## config.mk

```make
export PLATFORM = sky130hd
export DESIGN_NAME = rf_scoreboard_flat
export DESIGN_NICKNAME = d
export VERILOG_FILES = /design/src/rtl/rf_scoreboard_if.sv /design/src/rtl/rf_scoreboard.sv /design/src/flat_wrapper.sv
export SDC_FILE = /design/constraint.sdc
export NUM_CORES = 1
export LEC_CHECK = 0
export BUFFER_PORTS_ARGS = -buffer_cell sky130_fd_sc_hd__buf_2
export CAP_MARGIN = 10
export CORE_UTILIZATION = 64
export DETAILED_ROUTE_END_ITERATION = 10
export GPL_TIMING_DRIVEN = 1
export PLACE_DENSITY = 0.91
export SLEW_MARGIN = 20
export SYNTH_ARGS = -nofsm -noshare
export SYNTH_HDL_FRONTEND = slang
export SYNTH_SLANG_ARGS = --single-unit
```

## constraint.sdc

```tcl
create_clock -name i_clk -period 10.2 [get_ports i_clk]
set_input_delay 2.04 -clock i_clk [delete_from_list [all_inputs] [get_ports i_clk]]
set_output_delay 2.04 -clock i_clk [all_outputs]
set_load 0.005 [all_outputs]
```

## src/rtl/rf_scoreboard_if.sv

```systemverilog
// Issue-side and writeback-side signals of the register-file hazard scoreboard.
// The master is the issue/writeback pipeline; the slave is the scoreboard.
interface rf_scoreboard_if #(
  parameter int STALL_W = 32
);
  logic               i_issue_valid;
  logic               o_issue_ready;
  logic [4:0]         i_issue_rs1_raddr;
  logic               i_issue_rs1_used;
  logic [4:0]         i_issue_rs2_raddr;
  logic               i_issue_rs2_used;
  logic               i_issue_rd_wen;
  logic [4:0]         i_issue_rd_waddr;
  logic               i_rd_wen;
  logic [4:0]         i_rd_waddr;
  logic               i_flush;
  logic [31:0]        o_busy;
  logic [STALL_W-1:0] o_stall_cycles;
  logic               o_err;

  // Handshake: an instruction issues in any cycle where i_issue_valid and
  // o_issue_ready are both high; ready is combinational and may be high
  // while valid is low, and the issue stage must not wait for ready to
  // assert valid.
  modport master (
    output i_issue_valid, i_issue_rs1_raddr, i_issue_rs1_used,
           i_issue_rs2_raddr, i_issue_rs2_used, i_issue_rd_wen,
           i_issue_rd_waddr, i_rd_wen, i_rd_waddr, i_flush,
    input  o_issue_ready, o_busy, o_stall_cycles, o_err
  );

  modport slave (
    input  i_issue_valid, i_issue_rs1_raddr, i_issue_rs1_used,
           i_issue_rs2_raddr, i_issue_rs2_used, i_issue_rd_wen,
           i_issue_rd_waddr, i_rd_wen, i_rd_waddr, i_flush,
    output o_issue_ready, o_busy, o_stall_cycles, o_err
  );
endinterface

```

## src/rtl/rf_scoreboard.sv

```systemverilog
// Issue-stage RAW/overflow hazard tracker: one pending-write counter per
// architectural register, plus a saturating stall counter and sticky underflow flag.
module rf_scoreboard #(
  parameter int CNT_W     = 2,
  parameter bit BYPASS_EN = 1'b1,
  parameter int STALL_W   = 32
) (
  input  logic           i_clk,
  input  logic           i_rst,
  rf_scoreboard_if.slave sb
);
  localparam logic [CNT_W-1:0]   CNT_ONE   = CNT_W'(1);
  localparam logic [CNT_W-1:0]   CNT_MAX   = '1;
  localparam logic [STALL_W-1:0] STALL_ONE = STALL_W'(1);

  logic [CNT_W-1:0]   cnt_q [32];
  logic [CNT_W-1:0]   cnt_d [32];
  logic [STALL_W-1:0] stall_q, stall_d;
  logic               err_q, err_d;

  logic [CNT_W-1:0] rs1_cnt, rs2_cnt, rd_cnt, wb_cnt;
  logic             rs1_hazard, rs2_hazard, ovf_hazard;
  logic             ready, fire, underflow;

  always_comb begin
    rs1_cnt = cnt_q[sb.i_issue_rs1_raddr];
    rs2_cnt = cnt_q[sb.i_issue_rs2_raddr];
    rd_cnt  = cnt_q[sb.i_issue_rd_waddr];
    wb_cnt  = cnt_q[sb.i_rd_waddr];

    // A single outstanding write landing this very cycle can be bypassed.
    rs1_hazard = sb.i_issue_rs1_used && (sb.i_issue_rs1_raddr != 5'd0) && (rs1_cnt != '0)
                 && !(BYPASS_EN && (rs1_cnt == CNT_ONE) && sb.i_rd_wen
                      && (sb.i_rd_waddr == sb.i_issue_rs1_raddr));
    rs2_hazard = sb.i_issue_rs2_used && (sb.i_issue_rs2_raddr != 5'd0) && (rs2_cnt != '0)
                 && !(BYPASS_EN && (rs2_cnt == CNT_ONE) && sb.i_rd_wen
                      && (sb.i_rd_waddr == sb.i_issue_rs2_raddr));
    // Conservative: a same-cycle writeback does not free a saturated counter.
    ovf_hazard = sb.i_issue_rd_wen && (sb.i_issue_rd_waddr != 5'd0) && (rd_cnt == CNT_MAX);

    ready     = !sb.i_flush && !rs1_hazard && !rs2_hazard && !ovf_hazard;
    fire      = sb.i_issue_valid && ready;
    underflow = sb.i_rd_wen && (sb.i_rd_waddr != 5'd0) && (wb_cnt == '0);
  end

  always_comb begin
    logic inc_n;
    logic dec_n;
    inc_n    = 1'b0;
    dec_n    = 1'b0;
    cnt_d[0] = '0;
    for (int n = 1; n < 32; n++) begin
      inc_n    = fire && sb.i_issue_rd_wen && (sb.i_issue_rd_waddr == 5'(n));
      dec_n    = sb.i_rd_wen && (sb.i_rd_waddr == 5'(n)) && (cnt_q[n] != '0);
      cnt_d[n] = cnt_q[n];
      if (sb.i_flush)          cnt_d[n] = '0;
      else if (inc_n && !dec_n) cnt_d[n] = cnt_q[n] + CNT_ONE;
      else if (dec_n && !inc_n) cnt_d[n] = cnt_q[n] - CNT_ONE;
    end

    err_d   = err_q || underflow;
    stall_d = stall_q;
    if (sb.i_issue_valid && !ready && (stall_q != '1)) stall_d = stall_q + STALL_ONE;
  end

  always_ff @(posedge i_clk) begin
    if (i_rst) begin
      for (int n = 0; n < 32; n++) cnt_q[n] <= '0;
      stall_q <= '0;
      err_q   <= 1'b0;
    end else begin
      for (int n = 0; n < 32; n++) cnt_q[n] <= cnt_d[n];
      stall_q <= stall_d;
      err_q   <= err_d;
    end
  end

  always_comb begin
    sb.o_busy = '0;
    for (int n = 1; n < 32; n++) sb.o_busy[n] = (cnt_q[n] != '0);
  end

  assign sb.o_issue_ready  = ready;
  assign sb.o_stall_cycles = stall_q;
  assign sb.o_err          = err_q;
endmodule

```

## src/flat_wrapper.sv

```systemverilog
// flat-port wrapper written by rule: the top's interface ports become plain ports
module rf_scoreboard_flat 
#(
  parameter int CNT_W     = 2,
  parameter bit BYPASS_EN = 1'b1,
  parameter int STALL_W   = 32
)
  (i_clk, i_rst, sb_i_issue_valid, sb_i_issue_rs1_raddr, sb_i_issue_rs1_used, sb_i_issue_rs2_raddr, sb_i_issue_rs2_used, sb_i_issue_rd_wen, sb_i_issue_rd_waddr, sb_i_rd_wen, sb_i_rd_waddr, sb_i_flush, sb_o_issue_ready, sb_o_busy, sb_o_stall_cycles, sb_o_err);
  rf_scoreboard_if #(.STALL_W(STALL_W)) sb_i ();
  input  logic i_clk;
  input  logic i_rst;
  input wire logic [$bits(sb_i.i_issue_valid)-1:0] sb_i_issue_valid;
  input wire logic [$bits(sb_i.i_issue_rs1_raddr)-1:0] sb_i_issue_rs1_raddr;
  input wire logic [$bits(sb_i.i_issue_rs1_used)-1:0] sb_i_issue_rs1_used;
  input wire logic [$bits(sb_i.i_issue_rs2_raddr)-1:0] sb_i_issue_rs2_raddr;
  input wire logic [$bits(sb_i.i_issue_rs2_used)-1:0] sb_i_issue_rs2_used;
  input wire logic [$bits(sb_i.i_issue_rd_wen)-1:0] sb_i_issue_rd_wen;
  input wire logic [$bits(sb_i.i_issue_rd_waddr)-1:0] sb_i_issue_rd_waddr;
  input wire logic [$bits(sb_i.i_rd_wen)-1:0] sb_i_rd_wen;
  input wire logic [$bits(sb_i.i_rd_waddr)-1:0] sb_i_rd_waddr;
  input wire logic [$bits(sb_i.i_flush)-1:0] sb_i_flush;
  output wire logic [$bits(sb_i.o_issue_ready)-1:0] sb_o_issue_ready;
  output wire logic [$bits(sb_i.o_busy)-1:0] sb_o_busy;
  output wire logic [$bits(sb_i.o_stall_cycles)-1:0] sb_o_stall_cycles;
  output wire logic [$bits(sb_i.o_err)-1:0] sb_o_err;
  assign sb_i.i_issue_valid = sb_i_issue_valid;
  assign sb_i.i_issue_rs1_raddr = sb_i_issue_rs1_raddr;
  assign sb_i.i_issue_rs1_used = sb_i_issue_rs1_used;
  assign sb_i.i_issue_rs2_raddr = sb_i_issue_rs2_raddr;
  assign sb_i.i_issue_rs2_used = sb_i_issue_rs2_used;
  assign sb_i.i_issue_rd_wen = sb_i_issue_rd_wen;
  assign sb_i.i_issue_rd_waddr = sb_i_issue_rd_waddr;
  assign sb_i.i_rd_wen = sb_i_rd_wen;
  assign sb_i.i_rd_waddr = sb_i_rd_waddr;
  assign sb_i.i_flush = sb_i_flush;
  assign sb_o_issue_ready = sb_i.o_issue_ready;
  assign sb_o_busy = sb_i.o_busy;
  assign sb_o_stall_cycles = sb_i.o_stall_cycles;
  assign sb_o_err = sb_i.o_err;
  rf_scoreboard #(.CNT_W(CNT_W), .BYPASS_EN(BYPASS_EN), .STALL_W(STALL_W)) u_core (.i_clk(i_clk), .i_rst(i_rst), .sb(sb_i));
endmodule
```

# --- Yosys cells after proc, flatten, opt, wreduce, memory -nomap -nowiden ---
# Memories as Yosys holds them, arrays and structs flattened.
# Cells that the tools add are included.
totals:
  mem_bits_ro: 0
  ram_bits: 64
  latchBits: 0
  mem_count: 1
  ff_bits: 33
  wordCells: 578
  out_inout_bits: 66
  in_bits: 28
memory_table:
  columns: ["memory", "depth", "width", "read_ports", "rd_clocked_by_memory_dff", "write_ports", "line_no", "rtl"]
  rows:
  - ["u_core.cnt_q", 32, 2, 35, 0, 32, "rf_scoreboard.sv:16", "logic [CNT_W-1:0] cnt_q [32];"]
op_classes:
  shifts: 0
  mux: 128
  n_div: 0
  bitwise: 32
  order_cmp: 0
  reduce_logical: 284
  n_addsub: 63
  n_mul: 0
  eq_ne: 68
op_table:
  columns: ["op", "count"]
  rows:
  - ["2-bit 2-to-1 mux", 125]
  - ["1-bit logical AND", 176]
  - ["5-bit equality test (second input constant)", 32]
  - ["5-bit by 4-bit equality test with 1-bit output (second input constant)", 16]
  - ["1-bit logical NOT", 69]
  - ["2-bit nonzero test", 33]
  - ["2-bit by 1-bit adder with 2-bit output (second input constant)", 31]
  - ["2-bit by 1-bit subtractor with 2-bit output (second input constant)", 31]
  - ["5-bit by 3-bit equality test with 1-bit output (second input constant)", 8]
  - ["32-bit by 1-bit adder with 32-bit output (second input constant)", 1]
  - ["32-bit inequality test (second input constant)", 1]
  - ["1-bit bitwise OR", 32]
  - ["5-bit by 2-bit equality test with 1-bit output (second input constant)", 4]
  - ["5-bit nonzero test", 4]
  - ["5-bit by 1-bit equality test with 1-bit output (second input constant)", 2]
  - ["5-bit equality test", 2]
  - ["2-bit by 1-bit equality test with 1-bit output (second input constant)", 2]
  - ["1-bit 2-to-1 mux", 3]
  - ["2-bit equality test (second input constant)", 1]
  - ["2-bit logical NOT", 1]
  - ["1-bit logical OR", 1]

# --- Longest topological paths before layout ---
# An unclocked memory read counts as a cell.
depth:
  depth_word: 19
  ltp_mapped: 18

# --- Worst setup path after synthesis ---
# No wires, ideal clock.
synth_path:
  path_type: "input port to output port"
  from: "input port sb_i_issue_rs1_raddr[0]"
  to: "output port sb_o_issue_ready"
  path_stages: 11
  required_ps: 8160
  arrival_time_ps: 3944
  path_slack_ps: 4216
  path_cell_list: "buf_4 > buf_6 > mux2_2 > a221oi_1 > o221ai_1 > o211ai_1 > o22a_1 > nand3_2 > inv_2 > buf_6 > buf_2"
synth_between:
  elab_chain_cells: 10
  word_cells_on_any_way: 15
synth_rtl:
  columns: ["element", "line_no", "rtl"]
  rows:
  - ["start: declaration", "flat_wrapper.sv:13", "input wire logic [$bits(sb_i.i_issue_rs1_raddr)-1:0] sb_i_issue_rs1_raddr;"]
  - ["memory 32 x 2 bit", null, null]
  - ["2-bit by 1-bit equality test with 1-bit output", "rf_scoreboard.sv:33", "&& !(BYPASS_EN && (rs1_cnt == CNT_ONE) && sb.i_rd_wen"]
  - ["1-bit logical AND", "rf_scoreboard.sv:33", null]
  - ["1-bit logical AND", "rf_scoreboard.sv:34", "&& (sb.i_rd_waddr == sb.i_issue_rs1_raddr));"]
  - ["1-bit logical NOT", "rf_scoreboard.sv:33", null]
  - ["1-bit logical AND (*)", "rf_scoreboard.sv:33", null]
  - ["1-bit logical NOT (*)", "rf_scoreboard.sv:41", "ready = !sb.i_flush && !rs1_hazard && !rs2_hazard && !ovf_hazard;"]
  - ["1-bit logical AND (*) (3 in a row)", "rf_scoreboard.sv:41", null]
  - ["end: declaration", "flat_wrapper.sv:22", "output wire logic [$bits(sb_i.o_issue_ready)-1:0] sb_o_issue_ready;"]
# Every way passes the cells marked *; elsewhere a longest branch is shown, timed or not.

# --- Final worst setup path ---
layout_path:
  from: "input port sb_i_issue_rs2_raddr[0]"
  to: "output port sb_o_issue_ready"
layout_between:
  elab_chain_cells: 9
  word_cells_on_any_way: 14
layout_rtl:
  columns: ["element", "line_no", "rtl"]
  rows:
  - ["start: declaration", "flat_wrapper.sv:15", "input wire logic [$bits(sb_i.i_issue_rs2_raddr)-1:0] sb_i_issue_rs2_raddr;"]
  - ["memory 32 x 2 bit", null, null]
  - ["2-bit by 1-bit equality test with 1-bit output", "rf_scoreboard.sv:36", "&& !(BYPASS_EN && (rs2_cnt == CNT_ONE) && sb.i_rd_wen"]
  - ["1-bit logical AND", "rf_scoreboard.sv:36", null]
  - ["1-bit logical AND", "rf_scoreboard.sv:37", "&& (sb.i_rd_waddr == sb.i_issue_rs2_raddr));"]
  - ["1-bit logical NOT", "rf_scoreboard.sv:36", null]
  - ["1-bit logical AND (*)", "rf_scoreboard.sv:36", null]
  - ["1-bit logical NOT (*)", "rf_scoreboard.sv:41", null]
  - ["1-bit logical AND (*) (2 in a row)", "rf_scoreboard.sv:41", null]
# Marks and branches as above.

==> results.yml <==
min_path:
  holdCritStartpoint: "u_core.sb.o_err"
  hold_path_class: "reg -> reg"
sta:
  relSlewSlack_pct: 33.0
  min_period_ns: 7.05
  final_hold_viol_count: 0
  fin_worst_skew_ns: 0.00838
  clock.fmax_ghz: 0.142
  drv_slew: 0
  finalCritPeriodShare_pct: 69.1
  worst_pin_slew_ns: 1.00
  setup_viol: 0
  grt_setup_unrepaired: "false"
  setup_tns_ns: 0
clock_network:
  tritoncts: "yes"
  cts_buffers: 9
  clock_sinks: 95
  clkTransAtPathRegs_ns: 0.06
  h-tree-depth: 3
  cts_root_buffer: "clkbuf_16"
  cts_resized: 0
  postCtsSetupRepairBufs: 0
  clk_path_buf_depth: 2
  postCtsHoldBufs: 0
  clock_latency_ns: 0.36
placed_design:
  io_buffer_count: 92
  dp_hpwl_mm: 14.9
  gp_congestion: 0.978
logic_synthesis:
  ys_types: 65
  yosys-top-cells-area: "dfxtp_1 (25%), mux4_2 (10%), xor2_1 (8.2%)"
  syn_area_sq_um: 7470
  netlist_instances: 853
  async_reset_ff_share_pct: 0
  ys_seq_elements: 95
  synth_fp_nets: 913
  yosysTopAreaCell: "dfxtp_1"
  yosysWarningCount: 0
  avgSynthCellArea_sq_um: 8.75
  synth-edff-count: 0
  yosysSeqAreaShare_pct: 25.5
  synth_ff_type: "dfxtp_1"
  synth_top_area_share_pct: 25.5
floorplan:
  num_rows: 39
  die_area_sq_um: 12100
  die_w_microns: 110
  start_util_pct: 65.7
  die_height_microns: 110
  ioPinCount: 94
  core-area_sq_um: 11400
critical_path:
  start_kind: "primary input"
  r2r_setup_slack_ns: 6.14
  r2r_start: "u_core.cnt_q[11][1]"
  cp.arrival_ns: 5.01
  end_kind: "output pin"
  worstSetupPathType: "in -> out"
  crit_required_ns: 8.16
  worstPathMaxFanout: 52
  crit_path_start: "sb_i_issue_rs2_raddr[0]"
route:
  first_iter_violations: 932
  drcViolationCount: 0
  ant_nets: 0
  post_drt_via_cell_ratio: 6.91
  vias: 7238
  first_pass_iters: 6
  finalWirelength_mm: 20.9
  wl_per_cell_microns: 20.0
global_routing:
  grt.overflow.total: 0
  antenna_found_initial: 1
  grt_max_degree: 63
  grt_pass1_vias: 6769
  grt_pass1_wl_mm: 33.3
  grtUsageTotal_pct: 36.5
flow_run:
  maxCapViolCount: 0
power_and_ir_drop:
  clockPowerShare_pct: 42.6
  switching_share_pct: 27.2
  peakVddDrop_mv: 0.0955
  power.total_w: 0.000810
  internal_power_w: 0.000589
  p_comb_share_pct: 11.2
  power_frac_seq_pct: 46.1
  p_per_area_nw_per_um2: 100
  power_switching_w: 0.000221
  p_leak_nw: 3.28
cells_and_area:
  final_cell_mix: "dfxtp_1 (95), buf_2 (92), xor2_1 (70), nand3_1 (66), nor2_1 (64)"
  drive_gt1_share_pct: 22.2
  final_common_cell: "dfxtp_1"
  final_nets: 960
  syn_to_final_growth_pct: 8.33
  antenna_cells: 0
outcome:
  status: "completed"
[per-layer routing]
metal	wire, microns	vias to the layer above	global-route usage, %
met5	12	-	0
li1	-	3256	-
met3	2560	94	8.88
met4	1020	2	22.8
met1	7820	3388	45.1
met2	9530	498	57.3
[cell families after synthesis]
family                   after synthesis  synth area share, %
other                                  1               0.0502
AND/OR/NAND/NOR                      358                 26.7
AO/OA/AOI/OAI                        146                 11.4
multiplexers                          86                 18.0
XOR/XNOR                              72                 8.45
flip-flops                            95                 25.5
buffers and inverters                 63                 4.63
adder cells (fa/ha/maj)               32                 5.36
[final timing paths]
kind | endpoint | depth (start not counted)
setup / recovery | sb_o_issue_ready | 9
setup reg to reg | u_core.cnt_q[17][1] | 12
hold reg to reg | u_core.sb.o_err | 2
hold / removal | u_core.sb.o_err | 2
[worst max-delay path, stage by stage]
cell and delay, ns:
buf_2 0.51, mux4_2 0.59, mux2_2 0.28, nand2_1 0.06, a21oi_1 0.07, o311ai_1 0.37, nand3_2 0.19, inv_2 0.63
buf_2 0.24
[through the flow]
step | cells | cell area, sq um | hold slack, ns | util (%) | worst slack (ns)
5_1_grt | 1048 | 8090 | 0.532 | 71.1 | 2.94
4_1_cts | 1048 | 8090 | 0.491 | 71.1 | 3.22
3_3_place_gp | 1032 | 7790 | 0.454 | 68.5 | 3.28
6_report | 1048 | 8090 | 0.489 | 71.1 | 3.15
3_5_place_dp | 1032 | 7790 | 0.480 | 68.5 | 3.20
2_1_floorplan | 853 | 7470 | 0.461 | - | 4.22
[power by group through the flow]
stage,sequential (W),clock (W),combinational [W]
after floorplan,0.000382,0,0.0000690
after global placement,0.000382,0,0.0000857
after detailed placement,0.000382,0,0.0000871
after CTS,0.000373,0.000349,0.0000875
after global routing,0.000373,0.000366,0.0000963
final,0.000374,0.000345,0.0000909
[area by class of cell]
cell class	instances	area, sq um
flip-flops and latches	95	1900
clock inverters	6	70.1
repair buffers	92	460
fillers	870	3280
multi-input cells	695	5220
inverters	7	26.3
well taps	143	179
clock buffers	10	229
[sequential cells by signal, indices dropped and copies added (netlist names)]
name / count
u_core.sb.o_err: 1
u_core.cnt_q: 62
u_core.sb.o_stall_cycles: 32
[cell usage after synthesis (12+ instances only)]
master    instances
a21oi_1          55
mux2_2           15
or3_1            34
dfxtp_1          95
nor2b_1          18
mux4_2           34
buf_2            13
o31ai_1          14
or2_2            34
or4_1            17
nand2_1          29
mux2i_1          30
ha_1             32
nand3_1          66
xor2_1           70
nor2_1           64
o21ai_0          49
nor3_1           39
and3_1           12
clkbuf_1         22
Power figures use the tool's default switching activity.
